==> src/rtl/sic4_pkg.sv <==
// Shared SIC-4 core definitions: datapath widths, reset vector and fetch FSM states.
package sic4_pkg;

  localparam int unsigned ADDR_WIDTH = 8;
  localparam int unsigned DATA_WIDTH = 8;

  localparam logic [ADDR_WIDTH-1:0] RESET_PC = 8'h00;

  typedef enum logic [1:0] {
    FETCH_HI,
    FETCH_LO,
    VALID
  } fetch_state_t;

endpackage

==> src/rtl/program_counter.sv <==
// Program counter register: async reset, branch load and byte increment.
// Load wins over increment, and the increment wraps at WIDTH bits.
module program_counter #(
  parameter int unsigned     WIDTH     = 8,
  parameter logic [WIDTH-1:0] RESET_VAL = '0
) (
  input  logic             clk,
  input  logic             rst,
  input  logic             load,
  input  logic [WIDTH-1:0] load_value,
  input  logic             inc,
  output logic [WIDTH-1:0] pc
);

  always_ff @(posedge clk or posedge rst) begin
    if (rst) begin
      pc <= RESET_VAL;
    end else if (load) begin
      pc <= load_value;
    end else if (inc) begin
      pc <= pc + WIDTH'(1);
    end
  end

endmodule

==> src/rtl/instr_fetch.sv <==
// SIC-4 fetch stage: walks the byte ROM with the PC and assembles 16-bit
// {opcode, operand} instructions for decode over a valid/ready handshake.
module instr_fetch
  import sic4_pkg::*;
#(
  parameter int unsigned           ADDR_WIDTH = sic4_pkg::ADDR_WIDTH,
  parameter int unsigned           DATA_WIDTH = sic4_pkg::DATA_WIDTH,
  parameter logic [ADDR_WIDTH-1:0] RESET_PC   = sic4_pkg::RESET_PC
) (
  input  logic                    clk,
  input  logic                    rst,
  output logic [ADDR_WIDTH-1:0]   imem_addr,
  input  logic [DATA_WIDTH-1:0]   imem_data,
  output logic [2*DATA_WIDTH-1:0] instr,
  output logic [ADDR_WIDTH-1:0]   instr_pc,
  output logic                    instr_valid,
  input  logic                    instr_ready,
  input  logic                    branch_en,
  input  logic [ADDR_WIDTH-1:0]   branch_target,
  input  logic                    halt
);

  fetch_state_t          state;
  logic [DATA_WIDTH-1:0] ir_hi;
  logic [ADDR_WIDTH-1:0] start_pc;
  logic [ADDR_WIDTH-1:0] pc;
  logic                  pc_inc;

  // The PC advances on every cycle that captures a ROM byte.
  always_comb begin
    pc_inc = 1'b0;
    if (!branch_en) begin
      unique case (state)
        FETCH_HI: pc_inc = !halt;
        FETCH_LO: pc_inc = 1'b1;
        VALID:    pc_inc = instr_ready && !halt;
        default:  pc_inc = 1'b0;
      endcase
    end
  end

  program_counter #(
    .WIDTH    (ADDR_WIDTH),
    .RESET_VAL(RESET_PC)
  ) u_program_counter (
    .clk       (clk),
    .rst       (rst),
    .load      (branch_en),
    .load_value(branch_target),
    .inc       (pc_inc),
    .pc        (pc)
  );

  assign imem_addr = pc;

  always_ff @(posedge clk or posedge rst) begin
    if (rst) begin
      state       <= FETCH_HI;
      ir_hi       <= '0;
      start_pc    <= '0;
      instr       <= '0;
      instr_pc    <= '0;
      instr_valid <= 1'b0;
    end else if (branch_en) begin
      // Redirect drops any half-fetched opcode byte and any pending instruction.
      state       <= FETCH_HI;
      instr_valid <= 1'b0;
    end else begin
      unique case (state)
        FETCH_HI: begin
          if (!halt) begin
            ir_hi    <= imem_data;
            start_pc <= pc;
            state    <= FETCH_LO;
          end
        end
        FETCH_LO: begin
          instr       <= {ir_hi, imem_data};
          instr_pc    <= start_pc;
          instr_valid <= 1'b1;
          state       <= VALID;
        end
        VALID: begin
          if (instr_ready) begin
            instr_valid <= 1'b0;
            if (!halt) begin
              // Overlap: the next opcode byte is captured during the handshake.
              ir_hi    <= imem_data;
              start_pc <= pc;
              state    <= FETCH_LO;
            end else begin
              state <= FETCH_HI;
            end
          end
        end
        default: state <= FETCH_HI;
      endcase
    end
  end

endmodule

==> config.mk <==
export PLATFORM = sky130hd
export DESIGN_NAME = instr_fetch
export DESIGN_NICKNAME = d
export VERILOG_FILES = /design/src/rtl/sic4_pkg.sv /design/src/rtl/program_counter.sv /design/src/rtl/instr_fetch.sv
export SDC_FILE = /design/constraint.sdc
export NUM_CORES = 1
export LEC_CHECK = 0
export ABC_AREA = 1
export BUFFER_PORTS_ARGS = -buffer_cell sky130_fd_sc_hd__buf_2
export CAP_MARGIN = 40
export CORE_MARGIN = 5
export CORE_UTILIZATION = 50
export DETAILED_ROUTE_END_ITERATION = 7
export PLACE_DENSITY = 0.81
export SYNTH_ARGS = -nofsm -noshare
export SYNTH_HDL_FRONTEND = slang
export SYNTH_SLANG_ARGS = --single-unit
==> constraint.sdc <==
create_clock -name clk -period 1.6 [get_ports clk]
set_input_delay 0.08 -clock clk [delete_from_list [all_inputs] [get_ports clk]]
set_output_delay 0.08 -clock clk [all_outputs]
set_load 0.03 [all_outputs]
* After elaboration in Yosys (flattened, before gate mapping)
Cells that the tools add are included.
Cells by class: add/sub/neg operators 1, bitwise logic cells 1, equality and inequality tests 5, reductions and logical operators 10, mux-type cells 18
Operators with widths (count):
- 8-bit 2-to-1 mux | 6
- 8-bit one-hot mux with 2 select lines | 2
- 8-bit by 1-bit adder with 8-bit output (second input constant) | 1
- 2-bit 2-to-1 mux | 3
- 3-bit inequality test (second input constant) | 2
- 2-bit one-hot mux with 3 select lines | 1
- 2-bit AND reduction | 3
- 1-bit 2-to-1 mux | 4
- 2-bit nonzero test | 2
- 1-bit one-hot mux with 3 select lines | 1
- 3-bit AND reduction | 1
- 3-bit nonzero test | 1
- 2-bit by 1-bit == test with 1-bit output (second input constant) | 1
- 2-bit == test (second input constant) | 1
- 2-bit logical NOT | 1
- 2-bit inequality test (second input constant) | 1
- 1-bit one-hot mux with 2 select lines | 1
- 1-bit logical AND | 1
- 1-bit logical NOT | 1
- 1-bit inverter | 1
Storage, ports and cells: logic and storage cells 42, input port bits 21, register bits 51

* Depth between registers and ports, before layout
Gate-level depths: netlist of the first run.
word-level depth 6, mapped depth 8

* Modules after synthesis
From an unflattened synthesis of the first run, not the netlist that was laid out.
Unflattened totals: cells, all modules 255, area, all modules 2222.1 sq um
Modules (own cells, without submodules):
- instr_fetch | area each 1731.7 sq um, cells each 191, instances 1
- program_counter | area each 490.5 sq um, cells each 64, instances 1

* Least setup slack after synthesis of the first run
No wires, ideal clock.
path kind register -> register, start point register u_program_counter.pc[0], end point register u_program_counter.pc[4], path slack 353 ps, data arrival time 1121 ps, library setup time 125 ps, period minus slack after synthesis 1247 ps, stages on the path, launching flop included 6, buffers on the path 0, path through dfrtp_1 -> ha_1 -> nand3_1 -> xor2_1 -> nand2_1 -> nand3_1
Between the ends: longest elaborated chain between the ends 3
RTL lines:
- from (decl) | RTL line program_counter.sv:12 | output logic [WIDTH-1:0] pc
- from (signal assigned) | RTL line program_counter.sv:19 | pc <= load_value;
- from (signal assigned) | RTL line program_counter.sv:21 | pc <= pc + WIDTH'(1);
- 8-bit by 1-bit adder with 8-bit output | RTL line program_counter.sv:21
- 8-bit 2-to-1 mux | RTL line program_counter.sv:20 | end else if (inc) begin
- 8-bit 2-to-1 mux | RTL line program_counter.sv:18 | end else if (load) begin
No other way between the ends. The select of a mux whose other input is x is not followed. A chain may end at the register's enable or synchronous reset.

* Final worst setup path of the first run
start point register state[0], end point register ir_hi[4]
Between the ends: longest elaborated chain between the ends 3, elaborated cells on any way between the ends 6, those cells by class eq/ne: 2; mux: 1; reduce/logical: 3
RTL lines:
- from (decl) | RTL line instr_fetch.sv:23 | fetch_state_t state;
- from (signal assigned) | RTL line instr_fetch.sv:58 | state <= FETCH_HI;
- from (signal assigned) | RTL line instr_fetch.sv:66 | state <= FETCH_HI;
- from (signal assigned) | RTL line instr_fetch.sv:74 | state <= FETCH_LO;
- 2-bit == test or 2-bit logical NOT (tied branches) | RTL line instr_fetch.sv:69 | unique case (state)
- 2-bit inequality test (no source line) or 2-bit nonzero test (tied branches)
- 3-bit AND reduction (no source line)
- to (signal assigned) | RTL line instr_fetch.sv:72 | ir_hi <= imem_data;
- to (signal assigned) | RTL line instr_fetch.sv:88 | ir_hi <= imem_data;
- to (decl) | RTL line instr_fetch.sv:24 | logic [DATA_WIDTH-1:0] ir_hi;
Several ways; a longest one is shown, not always the timed one.

==> impl_results.md, run 1 <==
* Outcome: completed
* Starting density of the core at 0.510
* Critical Path RT at 1820 ps
* Initial antenna violation count at 0
* DP HPWL at 3.41 mm
* Die ar. at 5810 um2
* Final cycle utilization of the critical path at 0.773
* R2R depth at 6
* Clk sinks at 51
* EDFF count, synth at 0
* Core Region at 4290 um2
* Remaining DRCs at 0
* Worst skew pair latency at 300 ps
* Worst-path clk slew at 90 ps
* PD cells at 1370 nW/um2
* Post-route cell area at 2680 um2
* Setup tns final at 0 ps
* GRT Total Usage at 0.175
* Post-synth top area cell: dfrtp_1
* R2R Setup Slk at 360 ps
* Largest net degree at the start of global routing at 52
* Endpoints failing hold at 0
* Most common cell in the netlist: nand2_1
* Hold Crit Start: branch_target[3]
* IO buf count at 53
* Avg WL per Cell at 13.1 um
* Num ports at 54
* Global-route wire length before repair at 8.55 mm
* Synthesis-to-finish area growth at 22.5%
* Final Max Slew Viols at 0
* VDD IR max at 0.000550 V
* Synthesis-stage register bit count at 51
* Most common library cells after synthesis: nand2_1 (90), dfrtp_1 (51), nand3_1 (36), o21ai_1 (26), inv_1 (25)
* Hold Path Class: in -> reg
* Main synth FF type: dfrtp_1
* GRT Residual Overflow at 0
* WP data arrival at 1460 ps
* Max Fclk at 0.809 GHz
* DRT iter0 DRCs at 113
* Core Rows at 24
* CTS Buf Count at 5
* Worst-Margin Slew at 317 ps
* Die height at 76.2 um
* Max FO, Critical Path at 18
* Critical Path Sink Type: flip-flop
* CTS tree: yes
* Vias at 1867
* Cts hold-fix bufs at 2
* Area contributors post-synth: dfrtp_1 (58%), nand2_1 (15%), nand3_1 (8.2%)
* Min Clock Period, post-route at 1240 ps
* RSZ-0062 raised after global routing: false
* WL final at 4.82 mm
* Hold path depth at 3
* Max-cap violation count at 0
* Leak at 1.53 nW
* R2r startpoint: state[0]
* Mapped Cells at 254
* Synth top area share at 0.583
* Vias/cell at 5.09
* Drt first pass iters at 4
* Vias in the first global route at 1841
* Yosys warnings at 0
* Post-Syn Nets at 276
* Slew margin rel. at 0.788
* N_diodes at 0
* CTS Root Cell: clkbuf_8
* Post-cts sizing count at 0
* CP startpoint kind: flip-flop
* Worst Clk Skew at 5.00 ps
* Critical path class: reg -> reg
* Clock buffer depth at 2
* Final nets at 336
* CP max stage cell: dfrtp_1
* DRT antenna net count at 0
* Slowest stage delay, CP at 380 ps
* Worst-path cell chain: inv_2 > nand3_1 > nand4_2 > buf_4 > nand2_1 > o21ai_1
* Synth unique cells at 16
* Post-synth ARST share at 1.00
* DP Area at 2550 um2
* Post-synthesis sequential area ratio at 0.583
* Final Setup Violations at 0
* FF-to-FF End: ir_hi[4]
* Synthesized area per cell at 8.63 um2
* Hold EP: u_program_counter.pc[3]
* Max H-tree Level at 2
* Die Wd at 76.2 um
* Postcts setup bufs at 0
* Global placement routability congestion at 0.803
* Layout cells sized above 1 at 0.244
* Post-Syn Area at 2190 um2
-- per-stage QoR --
| stage | power [mW] | setup WS, ps | cells | hold slack [ps] | utilization |
|---|---|---|---|---|---|
| 6_report | 3.68 | 363 | 367 | 5.41 | 0.625 |
| 5_1_grt | 3.86 | 253 | 367 | 26.6 | 0.625 |
| 4_1_cts | 3.71 | 343 | 367 | 5.58 | 0.625 |
| 3_5_place_dp | 2.79 | 367 | 357 | 142 | 0.593 |
| 3_3_place_gp | 2.75 | 425 | 357 | 139 | 0.593 |
| 2_1_floorplan | 2.43 | 290 | 254 | 213 | - |
-- layout make-up --
type                    instances  area (um2)
clock buffers                   6        82.6
flip-flops and latches         51        1280
well taps                      52        65.1
inverters                      27         101
fillers                       380        1610
multi-input cells             166         753
repair buffers                 63         370
clock inverters                 2        35.0
-- placed cells by master, fill, tap and decap left out, types with 3 or more instances in the layout --
cell	synthesis	routed
buf_2	6	53
nand3_1	36	36
clkbuf_8	0	6
nor2_1	3	3
buf_4	4	6
inv_2	2	3
dfrtp_1	51	51
inv_1	25	24
o21ai_1	26	26
nand2_1	90	90
-- worst max-delay path by stage --
stage / start / endpoint / slack, ps
2_1_floorplan: rst / instr[0] / 290
6_report: state[0] / ir_hi[4] / 360
3_5_place_dp: state[1] / instr[3] / 370
4_1_cts: state[0] / ir_hi[6] / 340
3_3_place_gp: state[1] / instr[3] / 430
5_1_grt: state[0] / start_pc[2] / 250
-- critical path: cells and delay by family (launching register included) --
kind	cells	cell delay (ps)
buf+inv	2	360
compound gates	1	100
simple gates	3	330
flops	1	380
-- layer usage --
layer / vias up / share of wire / global-route usage
met3: 4 / 0.059 / 0.0402
li1: 917 / - / -
met1: 893 / 0.44 / 0.224
met5: - / 0 / 0
met2: 53 / 0.50 / 0.293
met4: 0 / 0.0060 / 0.0559
-- state kept, by name (all words and copies together) (netlist names) --
signal / cells
instr: 16
instr_pc: 8
instr_valid: 1
ir_hi: 8
start_pc: 8
state: 2
u_program_counter.pc: 8
-- power breakdown --
part	switching [mW]	leakage, nW	total (mW)	internal (mW)
Combinational	0.727	0.819	1.04	0.314
Clock	0.413	0.0612	0.920	0.506
Sequential	0.167	0.646	1.72	1.55
Total	1.31	1.53	3.68	2.37
-- kinds of logic (layout without fill, tap and decap cells) --
logic type / Yosys count / after routing / share of synthesized area
buffers and inverters: 37 / 98 / 0.0737
AO/OA/AOI/OAI: 28 / 28 / 0.0640
flip-flops: 51 / 51 / 0.583
adder cells (fa/ha/maj): 1 / 1 / 0.00571
AND/OR/NAND/NOR: 135 / 135 / 0.266
XOR/XNOR: 2 / 2 / 0.00800
No activity file was read; power rests on OpenSTA's default activity.
==> inputs of run 2 (changes only) <==
--- a/config.mk
+++ b/config.mk
@@ -9,9 +9,9 @@
 export BUFFER_PORTS_ARGS = -buffer_cell sky130_fd_sc_hd__buf_2
 export CAP_MARGIN = 40
 export CORE_MARGIN = 5
-export CORE_UTILIZATION = 50
+export CORE_UTILIZATION = 47
 export DETAILED_ROUTE_END_ITERATION = 7
-export PLACE_DENSITY = 0.81
+export PLACE_DENSITY = 0.8
 export SYNTH_ARGS = -nofsm -noshare
 export SYNTH_HDL_FRONTEND = slang
 export SYNTH_SLANG_ARGS = --single-unit
==> constraint.sdc (replaced) <==
create_clock -name clk -period 1.1 [get_ports clk]
set_input_delay 0.055 -clock clk [delete_from_list [all_inputs] [get_ports clk]]
set_output_delay 0.055 -clock clk [all_outputs]
set_load 0.03 [all_outputs]
==> run 2 against run 1 <==
  * Combinational power is 63% higher
  * Critical path depth is 1 higher
  * Die area is 5.5% higher
  * Final cell count is 4.1% higher
  * Utilization is 5.3 points higher
  * Sequential power is 47% higher
  * The flow now finishes with violations (negative setup slack)
  * Critical path type unchanged
  * Wire length is 15% higher
  * Maximum frequency is 3.4% higher
  * Clock power is 18% higher
  * Sequential share of layout area is 4.9 points lower
  * Hold slack better by 8.3 ps
  * Non-clock buffer count is 15 higher
==> impl_results.md, run 2 (same netlist as run 1, synthesis figures left out) <==
* Worst Clk Skew at 6.26 ps
* Outcome: complete, but fails checks
* Critical path class: reg -> reg
* Slowest stage delay, CP at 380 ps
* DRT iter0 DRCs at 133
* Synthesis-to-finish area growth at 37.5%
* Placed Cells at 362
* Clock power frac at 0.206
* Largest register FFs at 16
* Max FO, Critical Path at 7
* Worst-Margin Slew at 269 ps
* DP HPWL at 3.36 mm
* Worst path bufs/invs at 1
* CTS Root Cell: clkbuf_8
* Failing checks: negative setup slack
* Initial antenna violation count at 0
* Critical Path Sink Type: flip-flop
* Final Max Slew Viols at 0
* Clock buffer depth at 2
* WL final at 5.56 mm
* R2R Setup Slk at -100 ps
* R2R depth at 7
* Max Fclk at 0.836 GHz
* Vias at 1976
* Slew margin rel. at 0.821
* Crit path to: u_program_counter.pc[2]
* Global placement routability congestion at 0.810
* DRT antenna net count at 0
* Core Rows at 24
* CTS tree: yes
* CP max stage cell: dfrtp_1
* R2r startpoint: state[0]
* Vias/cell at 5.17
* Worst skew pair latency at 310 ps
* Die Wd at 78.3 um
* PD cells at 1760 nW/um2
* IO buf count at 53
* Flop pwr share at 0.475
* Hold Path Class: in -> reg
* Most frequent cells in the layout: nand2_1 (72), buf_2 (53), dfrtp_1 (45), nand3_1 (29), inv_1 (24)
* DP Area at 2620 um2
* Worst-path cell chain: inv_2 > nand2_2 > nand2_2 > nand2_4 > nor2_4 > nand2_2 > nand3_2
* Most used cell, CP: nand2_2
* Die ar. at 6130 um2
* Fin cells at 382
* Fillers at 341
* Avg WL per Cell at 14.6 um
* Sw frac at 0.382
* Final cycle utilization of the critical path at 1.09
* Footprint of the multi-input gates at 900 um2
* Remaining DRCs at 0
* Largest net degree at the start of global routing at 52
* Final nets at 351
* CTS Buf Count at 5
* Critical Path RT at 1340 ps
* Worst path top cell family by delay: simple AND/OR/NAND/NOR gates
* P_sw at 2.03 mW
* Core Region at 4440 um2
* GRT Residual Overflow at 0
* Num ports at 54
* VDD IR max at 0.000781 V
* Drt first pass iters at 4
* GRT Total Usage at 0.176
* Logic gate share of total power at 0.320
* Starting density of the core at 0.493
* Leak at 1.64 nW
* Global-route wire length before repair at 8.69 mm
* RSZ-0062 raised after global routing: true
* Clk sinks at 51
* CP Launch Point: state[0]
* Max-cap violation count at 0
* Register Area at 1280 um2
* Vias in the first global route at 1841
* Worst-path clk slew at 100 ps
* Critical Path Stages at 7
* Post-route cell area at 3010 um2
* Layout cells sized above 1 at 0.379
* Final Setup Violations at 49
* Max H-tree Level at 2
* Most common cell after layout, fill and taps aside: nand2_1
* N_diodes at 0
* Final WS setup at -96.4 ps
* CP startpoint kind: flip-flop
* FF-to-FF End: u_program_counter.pc[2]
* Endpoints failing hold at 0
* Top reg by flops: instr
* Die height at 78.3 um
* Min Clock Period, post-route at 1200 ps
* Pint at 3.28 mW
* WP data arrival at 1440 ps
## run 2: cell types whose count changed in the layout (fill, tap and decap cells not counted), sizes merged
cell	before	now
inv	27	26
clkinv	1	2
buf	61	68
bufinv	1	0
clkbuf	6	8
dlygate4sd3	2	8
clkinvlp	0	1
## run 2: tightest hold or removal path: stages
cell and delay, ps:
buf_2 70, nand2_1 40, nand2_1 50, inv_1 30, nand2_1 40
## run 2: area by class of cell
cell class              count  share of cell area
well taps                  52              0.0216
multi-input cells         166               0.299
repair buffers             78               0.189
clock buffers               6              0.0241
flip-flops and latches     51               0.426
clock inverters             2             0.00581
inverters                  27              0.0349
## run 2: repair_timing
item                                    in CTS  in global routing
buffers inserted                             1                  1
hold buffers                                 7                  1
endpoints found under the setup margin      24                 51
pin swaps                                    7                  6
gates cloned                                 0                  2
endpoints found under the hold margin       57                  2
gates resized for setup                     16                 25
## run 2: worst min-delay path by stage
stage / slack (ps) / endpoint / start / depth (start not counted)
floorplan: 100 / instr[0] / rst / 1
global placement: 140 / instr[4] / rst / 3
detailed placement: 140 / instr[14] / rst / 3
CTS: 0.2 / instr[7] / imem_data[7] / 3
global route: 20 / instr[1] / imem_data[1] / 3
finish: 10 / u_program_counter.pc[7] / branch_target[7] / 5
## run 2: power by group through the flow
stage	Sequential [mW]	Combinational (mW)	Clock, mW
floorplan	3.04	0.516	0
global placement	2.52	1.51	0
detailed placement	2.53	1.55	0
CTS	2.50	1.60	1.10
global route	2.58	1.86	1.17
finish	2.52	1.70	1.09
## run 2: per-layer routing
layer	GRT usage	up-vias	wire length (um)
met5	0	-	0
met4	0.0577	0	108
met3	0.0366	10	286
met2	0.286	55	2830
met1	0.238	955	2340
li1	-	956	-
## run 2: stage by stage
step	hold slack, ps	setup WS [ps]	utilization	setup TNS (ps)	power, mW
6_report	13.7	-96.4	0.678	-2940	5.31
3_3_place_gp	138	-12.6	0.589	-56.6	4.03
3_5_place_dp	143	-76.6	0.589	-985	4.07
2_1_floorplan	104	-8.58	-	-8.58	3.56
4_1_cts	0.230	-52.2	0.643	-552	5.21
5_1_grt	18.5	-179	0.678	-6680	5.60
==> inputs of run 3 (changes only) <==
==> constraint.sdc (replaced) <==
create_clock -name clk -period 1 [get_ports clk]
set_input_delay 0.05 -clock clk [delete_from_list [all_inputs] [get_ports clk]]
set_output_delay 0.05 -clock clk [all_outputs]
set_load 0.03 [all_outputs]
==> run 3 against run 2 <==
  * Highest routed layer unchanged
  * The run still ends with negative setup slack left
  * Sequential share of layout area down 4.2 points
  * First-iteration DRC count down 11%
  * Total power up 23%
  * Via count up 7.4%
  * Combinational power up 31%
  * Register-to-register slack worse by 170 ps
  * Global-route usage up 1.6 points
==> impl_results.md, run 3 (same netlist as run 1, synthesis figures left out) <==
* Outcome: complete, but fails checks
* Failing checks: negative setup slack
* Most frequent cells in the layout: nand2_1 (56), dfrtp_1 (44), buf_2 (38), nand3_1 (32)
* Fin cells at 394
* Post-route cell area at 3340 um2
* WL final at 6.59 mm
* WP data arrival at 1470 ps
* Most used routing layer: met2
* N_diodes at 0
* Hold EP: instr[7]
* Largest register FFs at 16
* Global placement routability congestion at 0.900
* Worst-path cell chain: buf_6 > nor2_4 > nand2_4 > clkbuf_16 > nand2_4 > nand2_1
* CTS tree: yes
* Placed Cells at 366
* CP startpoint kind: flip-flop
* Die Wd at 78.3 um
* Worst slack, placed at -200 ps
* Drt first pass iters at 4
* Starting density of the core at 0.493
* Endpoints failing hold at 0
* Layout cells sized above 1 at 0.436
* Slew margin rel. at 0.711
* DRT iter0 DRCs at 119
* R2R Setup Slk at -260 ps
* Util after Layout at 0.753
* Min Clock Period, post-route at 1260 ps
* Worst-Margin Slew at 433 ps
* Die height at 78.3 um
* Slowest stage delay, CP at 430 ps
* Core Rows at 24
* Critical path class: reg -> reg
* Core Region at 4440 um2
* GRT Residual Overflow at 0
* Most common cell after layout, fill and taps aside: nand2_1
* Initial antenna violation count at 0
* Vias/cell at 5.39
* Final Max Slew Viols at 0
* CTS Root Cell: clkbuf_8
* Hold path depth at 3
* Clock buffer depth at 2
* Avg WL per Cell at 16.7 um
* Max Fclk at 0.792 GHz
* Die ar. at 6130 um2
* IO buf count at 53
* DP Area at 2710 um2
* Worst Clk Skew at 15.8 ps
* Worst-path clk slew at 100 ps
* Max-cap violation count at 0
* R2r startpoint: state[1]
* Final Setup Violations at 54
* Vias in the first global route at 1983
* VDD IR max at 0.00118 V
* CP max stage cell: dfrtp_2
* Final nets at 363
* PD cells at 1960 nW/um2
* Final cycle utilization of the critical path at 1.26
* Largest net degree at the start of global routing at 21
* Critical Path Sink Type: flip-flop
* RSZ-0062 raised after global routing: true
* DP HPWL at 3.70 mm
* Met3 usage at 0.0412
* Max H-tree Level at 2
* Worst skew pair latency at 320 ps
* Num ports at 54
* Met1 usage at 0.240
* Leak at 1.77 nW
* Hold Path Class: in -> reg
* R2R depth at 6
* Top reg by flops: instr
* Max FO, Critical Path at 8
* Final WS setup at -263 ps
* DRT antenna net count at 0
* Global-route wire length before repair at 9.25 mm
* FF-to-FF End: instr[11]
* Hold Crit Start: imem_data[7]
* Vias at 2122
* GR Util met2 at 0.325
* GRT Total Usage at 0.192
* Synthesis-to-finish area growth at 52.7%
* Critical Path RT at 1210 ps
* Most used cell, CP: nand2_4
* Clk sinks at 51
* Remaining DRCs at 0
* CTS Buf Count at 5
## run 3: cell count changes in the layout (fill, tap and decap cells not counted), moves of 7 or more
cell	before	now
nand2_2	17	24
nand2_1	72	56
buf_4	8	16
buf_6	3	14
nand2_4	3	12
buf_2	53	38
## run 3: per-layer routing
metal	part of all wire	routed length [um]
met3	0.059	386
met1	0.39	2540
met4	0.035	231
met2	0.52	3430
met5	0	0
## run 3: timing repair
action | CTS | global route
cloned | 1 | 4
endpoints found under the hold margin | 23 | 0
setup buffers | 5 | 2
resized for setup | 22 | 71
endpoints found under the setup margin | 54 | 59
hold buffers | 8 | 0
pin swaps | 8 | 4
## run 3: worst max-delay path: cells and delay by family, from the launching register on
kind,cells,cell delay [ps]
buffers and inverters,2,330
DFF,1,430
and+or+nand+nor,4,400
## run 3: how the worst max path moves through the flow
| stage | from | endpoint | slack, ps | cells after the start |
|---|---|---|---|---|
| floorplan | u_program_counter.pc[1] | u_program_counter.pc[6] | -100 | 7 |
| global placement | state[0] | u_program_counter.pc[5] | -120 | 7 |
| detailed placement | state[0] | u_program_counter.pc[7] | -200 | 7 |
| CTS | state[0] | u_program_counter.pc[7] | -170 | 7 |
| global route | state[0] | u_program_counter.pc[1] | -310 | 8 |
| finish | state[1] | instr[11] | -260 | 6 |
## run 3: layout make-up
class                           instances  area (um2)
Sequential cell                        51        1280
Multi-Input combinational cell        166         958
Timing Repair Buffer                   90         816
Tap cell                               52        65.1
Clock buffer                            5        68.8
Inverter                               27         108
Fill cell                             320        1100
Clock inverter                          3        43.8
## run 3: per-stage QoR
| step | setup TNS (ps) | power (mW) | hold WS, ps |
|---|---|---|---|
| 3_3_place_gp | -3060 | 4.50 | 65.0 |
| 6_report | -9330 | 6.55 | 1.18 |
| 4_1_cts | -6660 | 6.11 | 2.25 |
| 5_1_grt | -12860 | 6.87 | 1.15 |
| 3_5_place_dp | -3900 | 4.57 | 68.4 |
| 2_1_floorplan | -1240 | 3.94 | 98.5 |
## run 3: power by group
part	leakage (nW)	internal, mW	switching (mW)
combinational	1.07	0.889	1.34
clock	0.0581	0.746	0.714
sequential	0.637	2.49	0.376
